[config.mk]
export PLATFORM = sky130hd
export DESIGN_NAME = clarvi_slice_sequencer
export DESIGN_NICKNAME = d
export VERILOG_FILES = /design/src/rtl/clarvi_slice_sequencer_pkg.sv /design/src/rtl/clarvi_slice_mux.sv /design/src/rtl/clarvi_slice_sequencer.sv
export SDC_FILE = /design/constraint.sdc
export NUM_CORES = 1
export LEC_CHECK = 0
export ABC_CLOCK_PERIOD_IN_PS = 3900
export BUFFER_PORTS_ARGS = -buffer_cell sky130_fd_sc_hd__buf_4
export CORE_AREA = 2 2 191 193
export CTS_BUF_LIST = sky130_fd_sc_hd__clkbuf_2 sky130_fd_sc_hd__clkbuf_4 sky130_fd_sc_hd__clkbuf_8
export DETAILED_ROUTE_END_ITERATION = 16
export DIE_AREA = 0 0 193 195
export PLACE_DENSITY = 0.71
export SETUP_SLACK_MARGIN = 0.05
export SKIP_LAST_GASP = 1
export SYNTH_ARGS = -nofsm -noshare
export SYNTH_HDL_FRONTEND = slang
export SYNTH_SLANG_ARGS = --single-unit
export TNS_END_PERCENT = 10
[constraint.sdc]
create_clock -name clock -period 3.9 [get_ports clock]
set_input_delay 0.195 -clock clock [delete_from_list [all_inputs] [get_ports clock]]
set_output_delay 0.195 -clock clock [all_outputs]
set_load 0.02 [all_outputs]
[src/rtl/clarvi_slice_sequencer_pkg.sv]
// Shared types and helpers for the 16-bit sliced ALU issue path.
// Defines the instruction word, the slice part orders and the per-op order selection.
package clarvi_slice_sequencer_pkg;

  localparam int unsigned XLEN      = 64;
  localparam int unsigned SLICE_W   = 16;
  localparam int unsigned NUM_PARTS = 4;

  typedef enum logic [3:0] {
    OP_ADD, OP_SUB, OP_SL, OP_SRL, OP_SRA, OP_SLT, OP_SLTU, OP_XOR, OP_OR, OP_AND
  } op_t;

  typedef struct packed {
    logic [XLEN-1:0]    pc;
    op_t                op;
    logic [SLICE_W-1:0] immediate;
    logic               immediate_used;
    logic               is32_bit_op;
    logic [1:0]         instr_part;
  } instr_t;

  typedef enum logic [1:0] {ORDER_FWD, ORDER_REV, ORDER_W_RSHIFT} slice_order_t;

  function automatic logic [1:0] part_for_step(slice_order_t order, logic [1:0] step);
    logic [1:0] p;
    case (order)
      ORDER_REV:      p = ~step;
      ORDER_W_RSHIFT: p = {step[1], ~step[0]};
      default:        p = step;
    endcase
    return p;
  endfunction

  function automatic logic is_shift(op_t op);
    return (op == OP_SL) || (op == OP_SRL) || (op == OP_SRA);
  endfunction

  // Ops whose result flows downward start at the top part; 32-bit right shifts
  // work the low word top-down first, then fill the sign-extended upper word.
  function automatic slice_order_t order_for(instr_t instr);
    slice_order_t o;
    o = ORDER_FWD;
    case (instr.op)
      OP_SLT, OP_SLTU: o = ORDER_REV;
      OP_SRL, OP_SRA: begin
        if (instr.is32_bit_op) o = ORDER_W_RSHIFT;
        else                   o = ORDER_REV;
      end
      default: o = ORDER_FWD;
    endcase
    return o;
  endfunction

endpackage

[src/rtl/clarvi_slice_mux.sv]
// Selects the operand and immediate slices presented to the ALU for one part.
module clarvi_slice_mux
  import clarvi_slice_sequencer_pkg::*;
(
  input  logic [XLEN-1:0]    rs1,
  input  logic [XLEN-1:0]    rs2,
  input  logic [XLEN-1:0]    imm,
  input  logic [1:0]         part,
  input  op_t                op,
  output logic [SLICE_W-1:0] rs1_slice,
  output logic [SLICE_W-1:0] rs2_slice,
  output logic [SLICE_W-1:0] imm_slice
);

  logic [5:0] lsb;

  assign lsb = {part, 4'b0000};

  // Shifts need the full shift amount on every part, not a slice of it.
  always_comb begin
    rs1_slice = rs1[lsb +: SLICE_W];
    rs2_slice = rs2[lsb +: SLICE_W];
    imm_slice = imm[lsb +: SLICE_W];
    if (is_shift(op)) begin
      rs2_slice = rs2[SLICE_W-1:0];
      imm_slice = imm[SLICE_W-1:0];
    end
  end

endmodule

[src/rtl/clarvi_slice_sequencer.sv]
// Issues one 64-bit operation to the 16-bit sliced ALU as four ordered parts
// and reassembles the slice results behind a valid/ready handshake.
module clarvi_slice_sequencer
  import clarvi_slice_sequencer_pkg::*;
(
  input  logic               clock,
  input  logic               reset_n,
  input  logic               in_valid,
  output logic               in_ready,
  input  instr_t             in_instr,
  input  logic [XLEN-1:0]    in_rs1,
  input  logic [XLEN-1:0]    in_rs2,
  input  logic [XLEN-1:0]    in_imm,
  output instr_t             alu_instr,
  output logic [SLICE_W-1:0] alu_rs1,
  output logic [SLICE_W-1:0] alu_rs2,
  output logic               alu_stall,
  input  logic [SLICE_W-1:0] alu_result,
  output logic               out_valid,
  input  logic               out_ready,
  output logic [XLEN-1:0]    out_result
);

  typedef enum logic [1:0] {S_IDLE, S_RUN, S_DONE} state_t;

  state_t             state, state_next;
  logic [1:0]         step;
  slice_order_t       order;
  instr_t             lat_instr;
  logic [XLEN-1:0]    lat_rs1, lat_rs2, lat_imm;
  logic [1:0]         part;
  logic [5:0]         result_lsb;
  logic [SLICE_W-1:0] imm_slice;
  logic               accept;
  logic               last_step;

  assign in_ready   = (state == S_IDLE) || ((state == S_DONE) && out_ready);
  assign accept     = in_valid && in_ready;
  assign last_step  = (step == 2'(NUM_PARTS - 1));
  assign part       = part_for_step(order, step);
  assign result_lsb = {part, 4'b0000};
  assign out_valid  = (state == S_DONE);
  assign alu_stall  = (state != S_RUN);

  always_comb begin
    state_next = state;
    case (state)
      S_IDLE: if (accept) state_next = S_RUN;
      S_RUN:  if (last_step) state_next = S_DONE;
      S_DONE: begin
        if (out_ready) begin
          if (accept) state_next = S_RUN;
          else        state_next = S_IDLE;
        end
      end
      default: state_next = S_IDLE;
    endcase
  end

  always_comb begin
    alu_instr            = lat_instr;
    alu_instr.instr_part = part;
    alu_instr.immediate  = imm_slice;
  end

  clarvi_slice_mux u_mux (
    .rs1       (lat_rs1),
    .rs2       (lat_rs2),
    .imm       (lat_imm),
    .part      (part),
    .op        (lat_instr.op),
    .rs1_slice (alu_rs1),
    .rs2_slice (alu_rs2),
    .imm_slice (imm_slice)
  );

  always_ff @(posedge clock or negedge reset_n) begin
    if (!reset_n) begin
      state      <= S_IDLE;
      step       <= '0;
      order      <= ORDER_FWD;
      lat_instr  <= '0;
      lat_rs1    <= '0;
      lat_rs2    <= '0;
      lat_imm    <= '0;
      out_result <= '0;
    end else begin
      state <= state_next;
      if (accept) begin
        step      <= '0;
        order     <= order_for(in_instr);
        lat_instr <= in_instr;
        lat_rs1   <= in_rs1;
        lat_rs2   <= in_rs2;
        lat_imm   <= in_imm;
      end else if (state == S_RUN) begin
        step <= step + 2'd1;
      end
      if (state == S_RUN) out_result[result_lsb +: SLICE_W] <= alu_result;
    end
  end

endmodule

Word-level counts from Yosys, hierarchy flattened
Cells that the tools add are included.
{"block": "word_totals", "register_bits": 332, "input_bits": 300, "output_inout_bits": 187}
{"block": "op_classes", "addsub": 2, "eq_ne": 16, "shift": 5, "mux": 13, "bitwise_logic": 2, "reduce_logical": 10}
{"cell": "variable part select 64 x 7 -> 16 bit", "n": 3}
{"cell": "bitwise mux 64 bit", "n": 1}
{"cell": "variable shift 16 x 8 -> 64 bit (first input constant)", "n": 1}
{"cell": "variable part select 16 x 8 -> 64 bit", "n": 1}
{"cell": "2-to-1 mux 16 bit", "n": 2}
{"cell": "equality test 4 x 3 -> 1 bit (second input constant)", "n": 4}
{"cell": "equality test 4 x 2 -> 1 bit (second input constant)", "n": 3}
{"cell": "2-to-1 mux 2 bit", "n": 6}
{"cell": "negator 6 -> 8 bit", "n": 1}
{"cell": "one-hot mux 2 bit (2 select lines)", "n": 2}
{"cell": "equality test 2 bit (second input constant)", "n": 3}
{"cell": "one-hot mux 2 bit (3 select lines)", "n": 1}
{"cell": "equality test 2 x 1 -> 1 bit (second input constant)", "n": 2}
{"cell": "!= test 2 x 1 -> 1 bit (second input constant)", "n": 2}
{"cell": "!= test 2 bit (second input constant)", "n": 2}
{"cell": "OR reduction 2 bit", "n": 2}
{"cell": "logical OR 1 bit", "n": 3}
{"cell": "AND reduction 3 bit", "n": 1}
{"cell": "adder 2 x 1 -> 2 bit (second input constant)", "n": 1}
{"cell": "logical AND 1 bit", "n": 2}
{"cell": "zero test 2 bit", "n": 1}
{"cell": "NOT 2 bit", "n": 1}
{"cell": "nonzero test 2 bit", "n": 1}
{"cell": "2-to-1 mux 1 bit", "n": 1}
{"cell": "NOT 1 bit", "n": 1}

Logic depth before layout (Yosys ltp)
Gate-level depths: netlist (run 1).
{"block": "logic_depth", "ltp_word": 7, "ltp_mapped": 14, "depth_no_buf": 9}

Hierarchy
Synthesis (run 1) repeated with hierarchy kept, for this count alone.
{"block": "unflattened", "cells_unflattened": 1098, "hier_area_um2": 15927.8}
{"module": "clarvi_slice_sequencer", "instances": 1, "cells_each": 881, "area_per_inst_um2": 13948.4, "seq_area_each_um2": 8308.0}
{"module": "clarvi_slice_mux", "instances": 1, "cells_each": 217, "area_per_inst_um2": 1979.4, "seq_area_each_um2": 0.0}

Worst setup path before layout (run 1)
No wires, ideal clock.
{"block": "synth_path", "path_type": "flip-flop to flip-flop", "from": "register order[0]", "to": "register out_result[38]", "setup_time_ps": 83, "arrival_time_ps": 2789, "t_required_ps": 3817, "path_slack_ps": 1028, "path_stages_with_launch": 14, "n_path_buf": 5, "path_cell_list": "dfrtp_1 inv_1 ha_1 or2_1 o21a_1 buf_6 buf_2 buf_2 ha_1 nor2b_1 clkbuf_1 nand3_1 clkbuf_1 o21ai_0"}
{"block": "synth_via", "elab_chain_cells": 5}
{"item": "start, declared", "line": "clarvi_slice_sequencer.sv:28", "rtl": "slice_order_t order;"}
{"item": "start signal, assigned", "line": "clarvi_slice_sequencer.sv:91", "rtl": "order <= order_for(in_instr);"}
{"item": "equality test 2 bit / equality test 2 x 1 -> 1 bit (equally long branches)", "line": "clarvi_slice_sequencer_pkg.sv:26", "rtl": "case (order)"}
{"item": "one-hot mux 2 bit (2 select lines) *", "line": "clarvi_slice_sequencer_pkg.sv:26"}
{"item": "negator 6 -> 8 bit *", "line": "clarvi_slice_sequencer.sv:99", "rtl": "if (state == S_RUN) out_result[result_lsb +: SLICE_W] <= alu_result;"}
{"item": "variable part select 16 x 8 -> 64 bit / variable shift 16 x 8 -> 64 bit (equally long branches)", "line": "clarvi_slice_sequencer.sv:99"}
{"item": "bitwise mux 64 bit *", "line": "clarvi_slice_sequencer.sv:99"}
{"item": "end signal, assigned by index", "line": "clarvi_slice_sequencer.sv:99"}
{"item": "end, declared", "line": "clarvi_slice_sequencer.sv:21", "rtl": "output logic [XLEN-1:0] out_result"}
Mark *: on every way between the ends. The rest lies on a longest branch, timed or not.
A chain may end at the register's enable or synchronous reset.

==> metrics.txt, run 1 <==
worst skew pair latency=~0.65 ns; I/O Pins=~490; worst relative slew slack=between 30% and 40%; Post-CTS Resized=0; DRC viols=0; Initial Utilization=about 44%; critical-path cell list=inv_1 > ha_2 > o21ai_0 > o21a_2 > buf_4 > nor3_1 > a221oi_1 > buf_4; worst-margin pin slew=a little over 1 ns; H-tree levels=2; critical path startpoint=order[0]$_DFFE_PN0P_; total wire length=54970 um; CP max FO=32; ys async rst share=100.0%; crit-path max cell delay=roughly 0.48 ns; crit end category=output pin; Setup CP Type=flop to output pin; skew final=about 0.024 ns; Multi-input gate area=0.006784 mm^2; metal3 WL=~4000 um; Vert. Die Dim=195 um; Overflow after GRT=0; Worst path most repeated cell=buf_4; Syn Nets=about 1600; Rows=a little under 70; vias in the first global route=between 10000 and 15000; synth top area cells=dfrtp_1, mux2_2, o22a_1; RSZ-0062 raised after global routing=false; Crit. path cell count=8; Cells after DPL=2108; Total Die Area=0.03764 mm^2; crit path DAT=~3.4 ns; synthesized area per cell=between 10 and 15 um^2; Clock Sinks=between 300 and 400; filler cell count=about 2400; largest net degree at the start of global routing=100; crit path capture=alu_instr[18]; via count=13699; Post-synth EDFFs=0; Achievable Freq=280.7 MHz; kind of cell adding the most delay to the critical path=compound AO/OA/AOI/OAI gates; WL/cell=approximately 22 um; root buf cell=clkbuf_8; Via density=between 5 and 6; register area=around 0.0083 mm^2; Period minus WS final=approximately 3.6 ns; post-route insts no fill=approximately 2500; first-pass GRT wire length=roughly 83000 um; Hold Violations, Final=0; area share of the largest cell type after synthesis=53.09%; input/output buffers=approximately 470; hpwl dp=between 30000 and 40000 um; peak supply drop=around 0.64 mV; kind of start point of the critical path=flop; DIE WIDTH=~190 um; DR top layer=met5; Req. time, crit path=between 3 and 4 ns; Met1 Wirelength=between 20000 and 25000 um; Synth Warn #=0; Layout Nets=between 2000 and 2500; Pre-antenna DRT Iters=6; max-slew violations=0; worst r2r src=order[0]$_DFFE_PN0P_; initial antenna violation count=11; pwr dens=between 900 and 1000 mW/mm^2; leakage=10.68 nW; synth cell count leaders=dfrtp_1, mux2_2, nand2_1; Worst Hold Class=input pin to async pin; Core Area=around 0.035 mm^2; leading area contributor after synthesis=dfrtp_1; GP Congestion=0.8704; share of layout cells above drive strength 1=43.99%; Final period util=about nine tenths; DR iter-0 viols=694; sequential share of the synthesized area=a little over half; Worst Reg2Reg Path Length in Cells=9; main flop type after synthesis=dfrtp_1; synthesized cell area=roughly 0.016 mm^2; CTS tree=done; Antenna Nets Post-Route=0; RR Endpoint=out_result[32]$_DFFE_PN0P_; final setup violation count=0; synthesis-to-layout area growth=51.53%; Synth cell types=41; Total Neg Setup Slack=0 ns; critical path's slowest cell=buf_4; CTS Buffer Depth=3; flops & latches, synth=between 300 and 400; Max Cap Violations=0; WL met2=27450 um; CP bufs+invs=3; register clock-pin slew on the reported worst setup and hold paths=around 0.07 ns; Mapped Cells=around 1300; outcome=completed; CTS Buf Count=a little under 60; top-count cell post-synth=dfrtp_1; Tot GR Track Use=28.85%; R2R setup slack=between 0.8 and 0.9 ns
==> stage by stage <==
| step | util, % | setup slack [ns] | hold WS (ns) | instance area (um^2) | power (mW) |
|---|---|---|---|---|---|
| final | 67.00 | 0.3373 | 0.1912 | 23710 | 21.87 |
| after global routing | 67.00 | 0.1278 | 0.2420 | 23710 | 22.98 |
| after CTS | 66.93 | 0.3414 | 0.1706 | 23690 | 21.65 |
| after detailed placement | 55.28 | 0.9195 | 0.2981 | 19570 | 17.80 |
| after global placement | 55.28 | 0.9965 | 0.2989 | 19570 | 17.48 |
| after floorplan | - | 1.028 | -0.1006 | 15650 | 13.58 |
==> cells by family after synthesis <==
group	synth area share, %
compound gates	12.81
xor+xnor	0.05597
fa+ha+maj	0.5596
buf+inv	3.750
flops	53.09
mux	24.22
simple gates	5.516
==> area by class of cell <==
class / instances / area share (%)
repair buffers: 776 / 27.93
well taps: 461 / 2.432
diodes: 9 / 0.09497
inverters: 23 / 0.3641
multi-input cells: 797 / 28.61
clock buffers: 95 / 5.092
clock inverters: 14 / 0.4379
flip-flops and latches: 332 / 35.04
==> where the power goes <==
part / internal [mW] / total, mW / leakage, nW / switching, mW
clock: 2.02 / 3.56 / 0.700 / 1.53
sequential: 5.16 / 6.42 / 4.02 / 1.25
combinational: 5.40 / 11.9 / 5.96 / 6.49
total: 12.6 / 21.9 / 10.7 / 9.28
==> flip-flops by register name, indices dropped and copies added (netlist names) <==
register and count:
out_result 64, lat_rs2 64, lat_imm 64, state 2
order 2, alu_instr 70, step 2, lat_rs1 64
==> layout by cell type (no fill, tap or decap), types with 9 or more instances in the layout <==
cell	synthesis	layout
o211ai_1	32	32
buf_4	6	487
nand2_1	136	136
o31ai_1	48	48
o22a_1	64	64
o21ai_1	10	10
diode_2	0	9
o21bai_1	32	32
inv_1	21	21
mux2_2	262	262
clkbuf_8	0	79
mux2i_1	48	48
dfrtp_1	332	331
o21ai_0	43	43
mux4_2	16	16
clkinv_2	0	10
clkbuf_4	0	16
dlygate4sd3_1	0	281
nor3_1	32	32
a221oi_1	32	32
==> what timing repair did <==
item | 4_1_cts | 5_1_grt
hold buffers | 281 | 0
buffers inserted | 0 | 0
hold endpoints to repair | 426 | 0
==> worst reg2reg max path, cell delays in order, from the launching register on <==
cell and delay [ns]:
dfrtp_1 0.41, inv_1 0.10, ha_2 0.30, or2_1 0.21, o21a_2 0.33, ha_1 0.36
nor2b_1 0.13, buf_4 0.24, nand3_1 0.46, o21ai_0 0.38
==> per-layer routing <==
metal / vias to the layer above / GRT usage [%]
met5: - / 0
met4: 2 / 14.34
met3: 184 / 7.027
met2: 626 / 49.14
met1: 6775 / 33.82
li1: 6112 / -
==> worst min-delay path by stage <==
| stage | startpoint | to | slack [ns] | depth (start not counted) |
|---|---|---|---|---|
| after floorplan | reset_n | alu_instr[20]$_DFFE_PN0P_ | -0.10 | 0 |
| after global placement | reset_n | alu_instr[41]$_DFFE_PN0P_ | 0.30 | 1 |
| after detailed placement | reset_n | alu_instr[25]$_DFFE_PN0P_ | 0.30 | 1 |
| after CTS | reset_n | alu_instr[25]$_DFFE_PN0P_ | 0.17 | 2 |
| after global routing | reset_n | lat_rs1[38]$_DFFE_PN0P_ | 0.24 | 2 |
| final | reset_n | lat_rs1[38]$_DFFE_PN0P_ | 0.19 | 2 |
No activity file was read; power rests on OpenSTA's default activity.
==> inputs of run 2 (changes only) <==
--- a/config.mk
+++ b/config.mk
@@ -7,11 +7,13 @@
 export LEC_CHECK = 0
 export ABC_CLOCK_PERIOD_IN_PS = 3900
 export BUFFER_PORTS_ARGS = -buffer_cell sky130_fd_sc_hd__buf_4
-export CORE_AREA = 2 2 191 193
+export CELL_PAD_IN_SITES_DETAIL_PLACEMENT = 0
+export CELL_PAD_IN_SITES_GLOBAL_PLACEMENT = 1
+export CORE_MARGIN = 2
+export CORE_UTILIZATION = 42
 export CTS_BUF_LIST = sky130_fd_sc_hd__clkbuf_2 sky130_fd_sc_hd__clkbuf_4 sky130_fd_sc_hd__clkbuf_8
 export DETAILED_ROUTE_END_ITERATION = 16
-export DIE_AREA = 0 0 193 195
-export PLACE_DENSITY = 0.71
+export PLACE_DENSITY = 0.84
 export SETUP_SLACK_MARGIN = 0.05
 export SKIP_LAST_GASP = 1
 export SYNTH_ARGS = -nofsm -noshare
==> run 2 against run 1 <==
Clock power fell by 6.2%. Combinational power about the same. First-iteration DRC count fell by 5.6%. Fmax shrank 2.0%. Final area shrank 0.12%. Register-to-register slack got worse by 0.33 ns. Core utilization is 2.3 points lower. Highest routed layer is now met4. Count of clock-buffer cells in the layout grew 2. Sequential power barely moved. Largest power group unchanged. Die area is 3.2% higher. Total power down 0.42%. Via count shrank 0.22%.
==> metrics.txt, run 2 (same netlist as run 1, synthesis figures left out) <==
outcome=completed; Placed Area=0.01963 mm^2 (+0.31%); Vert. Die Dim=197.0 um (+1.0%); vias in the first global route=14772 (-0.76%); Achievable Freq=275.2 MHz (-2.0%); Multi-input gate area=0.006790 mm^2 (about the same); Int Pwr=12.51 mW (-0.66%); largest net degree at the start of global routing=109 (+9.0%); pwr dens=919.6 mW/mm^2 (-0.30%); Via density=5.437 (-0.50%); R2R setup slack=0.54 ns (-0.33 ns); Antenna Nets Post-Route=0 (unchanged); peak supply drop=0.5586 mV (-13%); crit path DAT=3.44 ns (+0.07 ns); Req. time, crit path=3.70 ns (about the same); synthesis-to-layout area growth=51.34%; Worst Hold Class=input pin to async pin; Clock power frac=15.3% (-1.0 points); CP max FO=21 (-34%); share of layout cells above drive strength 1=44.07% (+0.082 points); filler cell count=2695 (+10%); Total Die Area=0.03882 mm^2 (+3.2%); Pre-antenna DRT Iters=5 (-1); initial antenna violation count=6 (-5); WHS=0.1639 ns (-0.02738 ns); crit end category=output pin; most frequent cells in the layout=buf_4, dfrtp_1, dlygate4sd3_1; Tot GR Track Use=27.96% (-0.88 points); sequential fraction of design power=29.4% (about the same); hpwl dp=34150 um (+4.1%); I/O Pins=487 (unchanged); Core Area=0.03661 mm^2 (+3.4%); input/output buffers=468 (unchanged); DRC viols=0 (unchanged); final setup violation count=0 (unchanged); number of flip-flops under the largest register name=70 (unchanged); Clock Sinks=332 (unchanged); commonest non-fill, non-tap cell in the layout=buf_4; DIE WIDTH=197.0 um (+2.1%); root buf cell=clkbuf_8; Setup CP Type=flop to output pin; Comb pwr share=55.3% (+0.9 points); Final period util=93.18% (+1.8 points); first-pass GRT wire length=83980 um (+0.74%); Sw Share=42.57% (+0.14 points); Hold Violations, Final=0 (unchanged); GP Congestion=0.8071 (-7.3%); skew final=0.02573 ns (+0.001891 ns); total wire length=54760 um (-0.38%); worst relative slew slack=22.54% (-8.1 points); register area=0.008309 mm^2 (unchanged); PnR Total Power=21.78 mW (-0.42%); via count=13669 (-0.22%); kind of start point of the critical path=flop; register clock-pin slew on the reported worst setup and hold paths=0.06 ns (about the same); Initial Utilization=42.75% (-1.5 points); leakage=10.68 nW (unchanged); Period minus WS final=3.634 ns (+0.07118 ns); Total Neg Setup Slack=0 ns (unchanged); DR iter-0 viols=655 (-5.6%); CTS Buf Count=57 (-1.7%); Rows=70 (+1.4%); Overflow after GRT=0 (unchanged); RSZ-0062 raised after global routing=true; Layout Nets=2303 (+0.35%); Max Cap Violations=0 (unchanged); CTS tree=done; worst-margin pin slew=1.158 ns (+0.1183 ns); worst skew pair latency=0.64 ns (about the same); Psw=9.273 mW (about the same); H-tree levels=2 (unchanged); post-route cell area=0.02369 mm^2 (-0.12%); CTS Buffer Depth=3 (unchanged); WL/cell=21.78 um (-0.65%); max-slew violations=0 (unchanged)
## run 2: cell count changes in the layout (fill, tap and decap cells not counted), moves of 3 or more
cell,delta
clkbuf_8,-10
clkbuf_4,+12
diode_2,-3
buf_4,+8
clkinv_2,-5
## run 2: power by group through the flow
stage          clock network, mW  logic, mW  registers, mW
2_1_floorplan                  0       6.75           6.83
3_3_place_gp                   0       11.4           6.25
3_5_place_dp                   0       11.6           6.35
4_1_cts                     3.39       11.9           6.31
5_1_grt                     3.57       12.8           6.61
6_report                    3.34       12.0           6.40
## run 2: metrics by stage
step	instances	util, %	setup slack (ns)
6_report	2514	64.70	0.2661
5_1_grt	2514	64.70	0.02050
4_1_cts	2508	64.62	0.07832
3_5_place_dp	2122	53.62	0.5620
3_3_place_gp	2122	53.62	0.6992
2_1_floorplan	1257	-	1.028
## run 2: final timing paths
path / from / endpoint / cells after the start
min: reset_n / alu_instr[32]$_DFFE_PN0P_ / 2
min reg2reg: out_result[5]$_DFFE_PN0P_ / out_result[5]$_DFFE_PN0P_ / 2
max reg2reg: order[0]$_DFFE_PN0P_ / out_result[32]$_DFFE_PN0P_ / 10
max: order[0]$_DFFE_PN0P_ / alu_rs2[9] / 10
min in group clock: in_rs1[10] / lat_rs1[10]$_DFFE_PN0P_ / 3
max in group asynchronous: reset_n / lat_rs2[61]$_DFFE_PN0P_ / 3
## run 2: critical path, stage by stage, from the launching register on
cell and delay (ns):
dfrtp_1 0.41, inv_1 0.09, ha_2 0.51, buf_4 0.26, o21ai_0 0.11, o21a_2 0.15
inv_4 0.25, buf_4 0.32, o31ai_1 0.09, a221oi_1 0.37, buf_4 0.23
## run 2: what timing repair did
action                                  4_1_cts  5_1_grt
gates resized for setup                       0        5
hold buffers                                281        0
endpoints found under the setup margin       18       35
buffers inserted                              2        0
hold endpoints to repair                    432        0
pin swaps                                     1        0
## run 2: final cells by class
| class | instances | area share (%) |
|---|---|---|
| diodes | 6 | 0.06339 |
| clock buffers | 97 | 4.897 |
| clock inverters | 6 | 0.1690 |
| inverters | 23 | 0.3803 |
| multi-input cells | 797 | 28.67 |
| flip-flops and latches | 332 | 35.08 |
| well taps | 468 | 2.472 |
| repair buffers | 785 | 28.27 |
## run 2: layer usage
| metal | GRT usage (%) | vias up | part of all wire (%) |
|---|---|---|---|
| met3 | 6.556 | 107 | 6.9 |
| li1 | - | 6107 | - |
| met5 | 0 | - | 0 |
| met1 | 34.15 | 6861 | 40 |
| met4 | 11.14 | 0 | 3.1 |
| met2 | 47.94 | 594 | 50 |
==> inputs of run 3 (changes only) <==
--- a/config.mk
+++ b/config.mk
@@ -5,15 +5,15 @@
 export SDC_FILE = /design/constraint.sdc
 export NUM_CORES = 1
 export LEC_CHECK = 0
-export ABC_CLOCK_PERIOD_IN_PS = 3900
+export ABC_CLOCK_PERIOD_IN_PS = 3050
 export BUFFER_PORTS_ARGS = -buffer_cell sky130_fd_sc_hd__buf_4
 export CELL_PAD_IN_SITES_DETAIL_PLACEMENT = 0
 export CELL_PAD_IN_SITES_GLOBAL_PLACEMENT = 1
 export CORE_MARGIN = 2
-export CORE_UTILIZATION = 42
+export CORE_UTILIZATION = 38
 export CTS_BUF_LIST = sky130_fd_sc_hd__clkbuf_2 sky130_fd_sc_hd__clkbuf_4 sky130_fd_sc_hd__clkbuf_8
 export DETAILED_ROUTE_END_ITERATION = 16
-export PLACE_DENSITY = 0.84
+export PLACE_DENSITY = 0.8
 export SETUP_SLACK_MARGIN = 0.05
 export SKIP_LAST_GASP = 1
 export SYNTH_ARGS = -nofsm -noshare
==> constraint.sdc (replaced) <==
create_clock -name clock -period 3.05 [get_ports clock]
set_input_delay 0.1525 -clock clock [delete_from_list [all_inputs] [get_ports clock]]
set_output_delay 0.1525 -clock clock [all_outputs]
set_load 0.02 [all_outputs]
==> run 3 against run 2 <==
Sequential power grew 27%. Total power grew 35%. Final area grew 2.8%. Clock skew grew 0.0086 ns. Non-clock buffer count grew 17. Register-to-register slack lost 0.18 ns. Critical path type unchanged. Largest cell class unchanged. Largest power group unchanged. Highest routed layer is now met5.
==> metrics.txt, run 3 (same netlist as run 1, synthesis figures left out) <==
WL met2=27630 um (about the same); synthesis-to-layout area growth=55.52%; max-slew violations=0 (unchanged); leakage=10.92 nW (+2.3%); Sw Share=42.58% (about the same); root buf cell=clkbuf_8; Achievable Freq=between 300 and 400 MHz; crit end category=output pin; Initial Utilization=38.42% (-4.3 points); Hold Violations, Final=0 (unchanged); sequential fraction of design power=27.8% (-1.6 points); Rows=74 (+5.7%); Antenna Nets Post-Route=0 (unchanged); share of layout cells above drive strength 1=45.51% (+1.4 points); peak supply drop=0.8547 mV (+53%); DRC viols=0 (unchanged); worst r2r src=order[0]$_DFFE_PN0P_; critical path startpoint=step[1]$_DFFE_PN0P_; WL/cell=21.99 um (+0.94%); Period minus WS final=about 3 ns; initial antenna violation count=7 (+1); Clock Sinks=332 (unchanged); pwr dens=1204 mW/mm^2 (+31%); skew final=0.03437 ns (+0.008646 ns); Pre-antenna DRT Iters=5 (unchanged); crit path DAT=2.77 ns (-0.67 ns); worst skew pair latency=0.66 ns (+0.02 ns); Via density=5.312 (-2.3%); kind of start point of the critical path=flop; H-tree levels=2 (unchanged); Layout Nets=2321 (+0.78%); Core Area=0.04074 mm^2 (+11%); Final period util=between 90% and 100%; CTS Buffer Depth=3 (unchanged); Total Die Area=0.04282 mm^2 (+10%); via count=13796 (+0.93%); Comb pwr share=56.9% (+1.6 points); RSZ-0062 raised after global routing=true; Tot GR Track Use=26.25% (-1.7 points); worst-margin pin slew=0.7605 ns (-0.3977 ns); worst relative slew slack=49.30% (+27 points); vias in the first global route=14860 (+0.60%); post-layout util=59.75% (-5.0 points); hpwl dp=35180 um (+3.0%); total wire length=57100 um (+4.3%); CTS Buf Count=57 (unchanged); input/output buffers=468 (unchanged); PnR Total Power=29.30 mW (+35%); Psw=12.48 mW (+35%); CP max FO=22 (+4.8%); number of flip-flops under the largest register name=70 (unchanged); Setup CP Type=flop to output pin; CTS tree=done; commonest non-fill, non-tap cell in the layout=buf_4; final setup violation count=0 (unchanged); DR top layer=met5; most frequent cells in the layout=buf_4, dfrtp_1, dlygate4sd3_1; Max Cap Violations=0 (unchanged); metal3 WL=4559 um (+21%); Clock power frac=15.3% (about the same); Met1 Wirelength=22620 um (+4.3%); Worst Hold Class=input pin to async pin; Req. time, crit path=2.90 ns (-0.80 ns); I/O Pins=487 (unchanged); outcome=completed; first-pass GRT wire length=85710 um (+2.1%); Vert. Die Dim=206.9 um (+5.0%); register clock-pin slew on the reported worst setup and hold paths=0.07 ns (about the same); Overflow after GRT=0 (unchanged); DIE WIDTH=206.9 um (+5.0%); largest net degree at the start of global routing=93 (-15%); GP Congestion=0.8135 (+0.79%); Int Pwr=16.82 mW (+35%); DR iter-0 viols=695 (+6.1%)
==> run 3: changes by cell type in the layout (fill, tap and decap cells not counted), sizes merged <==
cell      previous run  this run
nand2b               4         5
buf                504       519
bufinv               0         1
clkinvlp             0         1
bufbuf               0         1
==> run 3: layout make-up <==
| type | instances | area (um^2) |
|---|---|---|
| fillers | 3123 | 16400 |
| inverters | 23 | 103.9 |
| repair buffers | 802 | 7047 |
| clock inverters | 8 | 85.08 |
| flip-flops and latches | 332 | 8309 |
| multi-input cells | 798 | 6930 |
| clock buffers | 96 | 1184 |
| well taps | 532 | 665.6 |
| diodes | 6 | 15.01 |
==> run 3: worst paths after layout <==
path | slack (ns) | endpoint | cells after the start
worst max-delay path | 0.12 | alu_rs2[0] | 7
min in group clock | 0.27 | lat_rs1[20]$_DFFE_PN0P_ | 3
worst max register to register | 0.36 | out_result[0]$_DFFE_PN0P_ | 8
max in group asynchronous | 2.02 | lat_rs2[4]$_DFFE_PN0P_ | 3
worst min register to register | 0.49 | out_result[43]$_DFFE_PN0P_ | 2
worst min-delay path | 0.12 | alu_instr[39]$_DFFE_PN0P_ | 2
==> run 3: through the flow <==
| stage | setup TNS [ns] | hold WS, ns | std cells | area (um^2) | setup slack, ns |
|---|---|---|---|---|---|
| after floorplan | 0 | -0.1431 | 1257 | 15650 | 0.1782 |
| after global placement | 0 | 0.2520 | 2193 | 19830 | 0.4759 |
| after detailed placement | 0 | 0.2529 | 2193 | 19830 | 0.4061 |
| after CTS | 0 | 0.09928 | 2585 | 24160 | 0.01827 |
| after global routing | -0.007117 | 0.1596 | 2596 | 24340 | -0.004409 |
| final | 0 | 0.1165 | 2597 | 24340 | 0.1242 |
==> run 3: per-layer routing <==
metal  global-route usage, %  up-vias
met5                       0        -
met4                   11.96        4
met3                   6.750      141
met2                   43.81      600
met1                   31.97     6889
li1                        -     6162
==> run 3: power groups by stage <==
stage / registers, mW / logic [mW] / clock network (mW)
2_1_floorplan: 8.74 / 8.63 / 0
5_1_grt: 8.43 / 17.7 / 4.76
3_5_place_dp: 8.10 / 15.2 / 0
6_report: 8.15 / 16.7 / 4.48
4_1_cts: 8.06 / 16.2 / 4.57
3_3_place_gp: 7.97 / 15.0 / 0
==> run 3: what timing repair did <==
item,4_1_cts,5_1_grt
hold buffers,281,0
pin swaps,14,15
hold endpoints to repair,416,0
resized for setup,23,20
cloned,5,2
endpoints found under the setup margin,48,44
setup buffers,2,4
==> run 3: critical path: stages (launching register included) <==
cell and delay, ns:
dfrtp_2 0.49, buf_4 0.31, or2_4 0.30, buf_12 0.21, o22a_1 0.15, o211ai_1 0.12, a221oi_2 0.34, buf_4 0.20
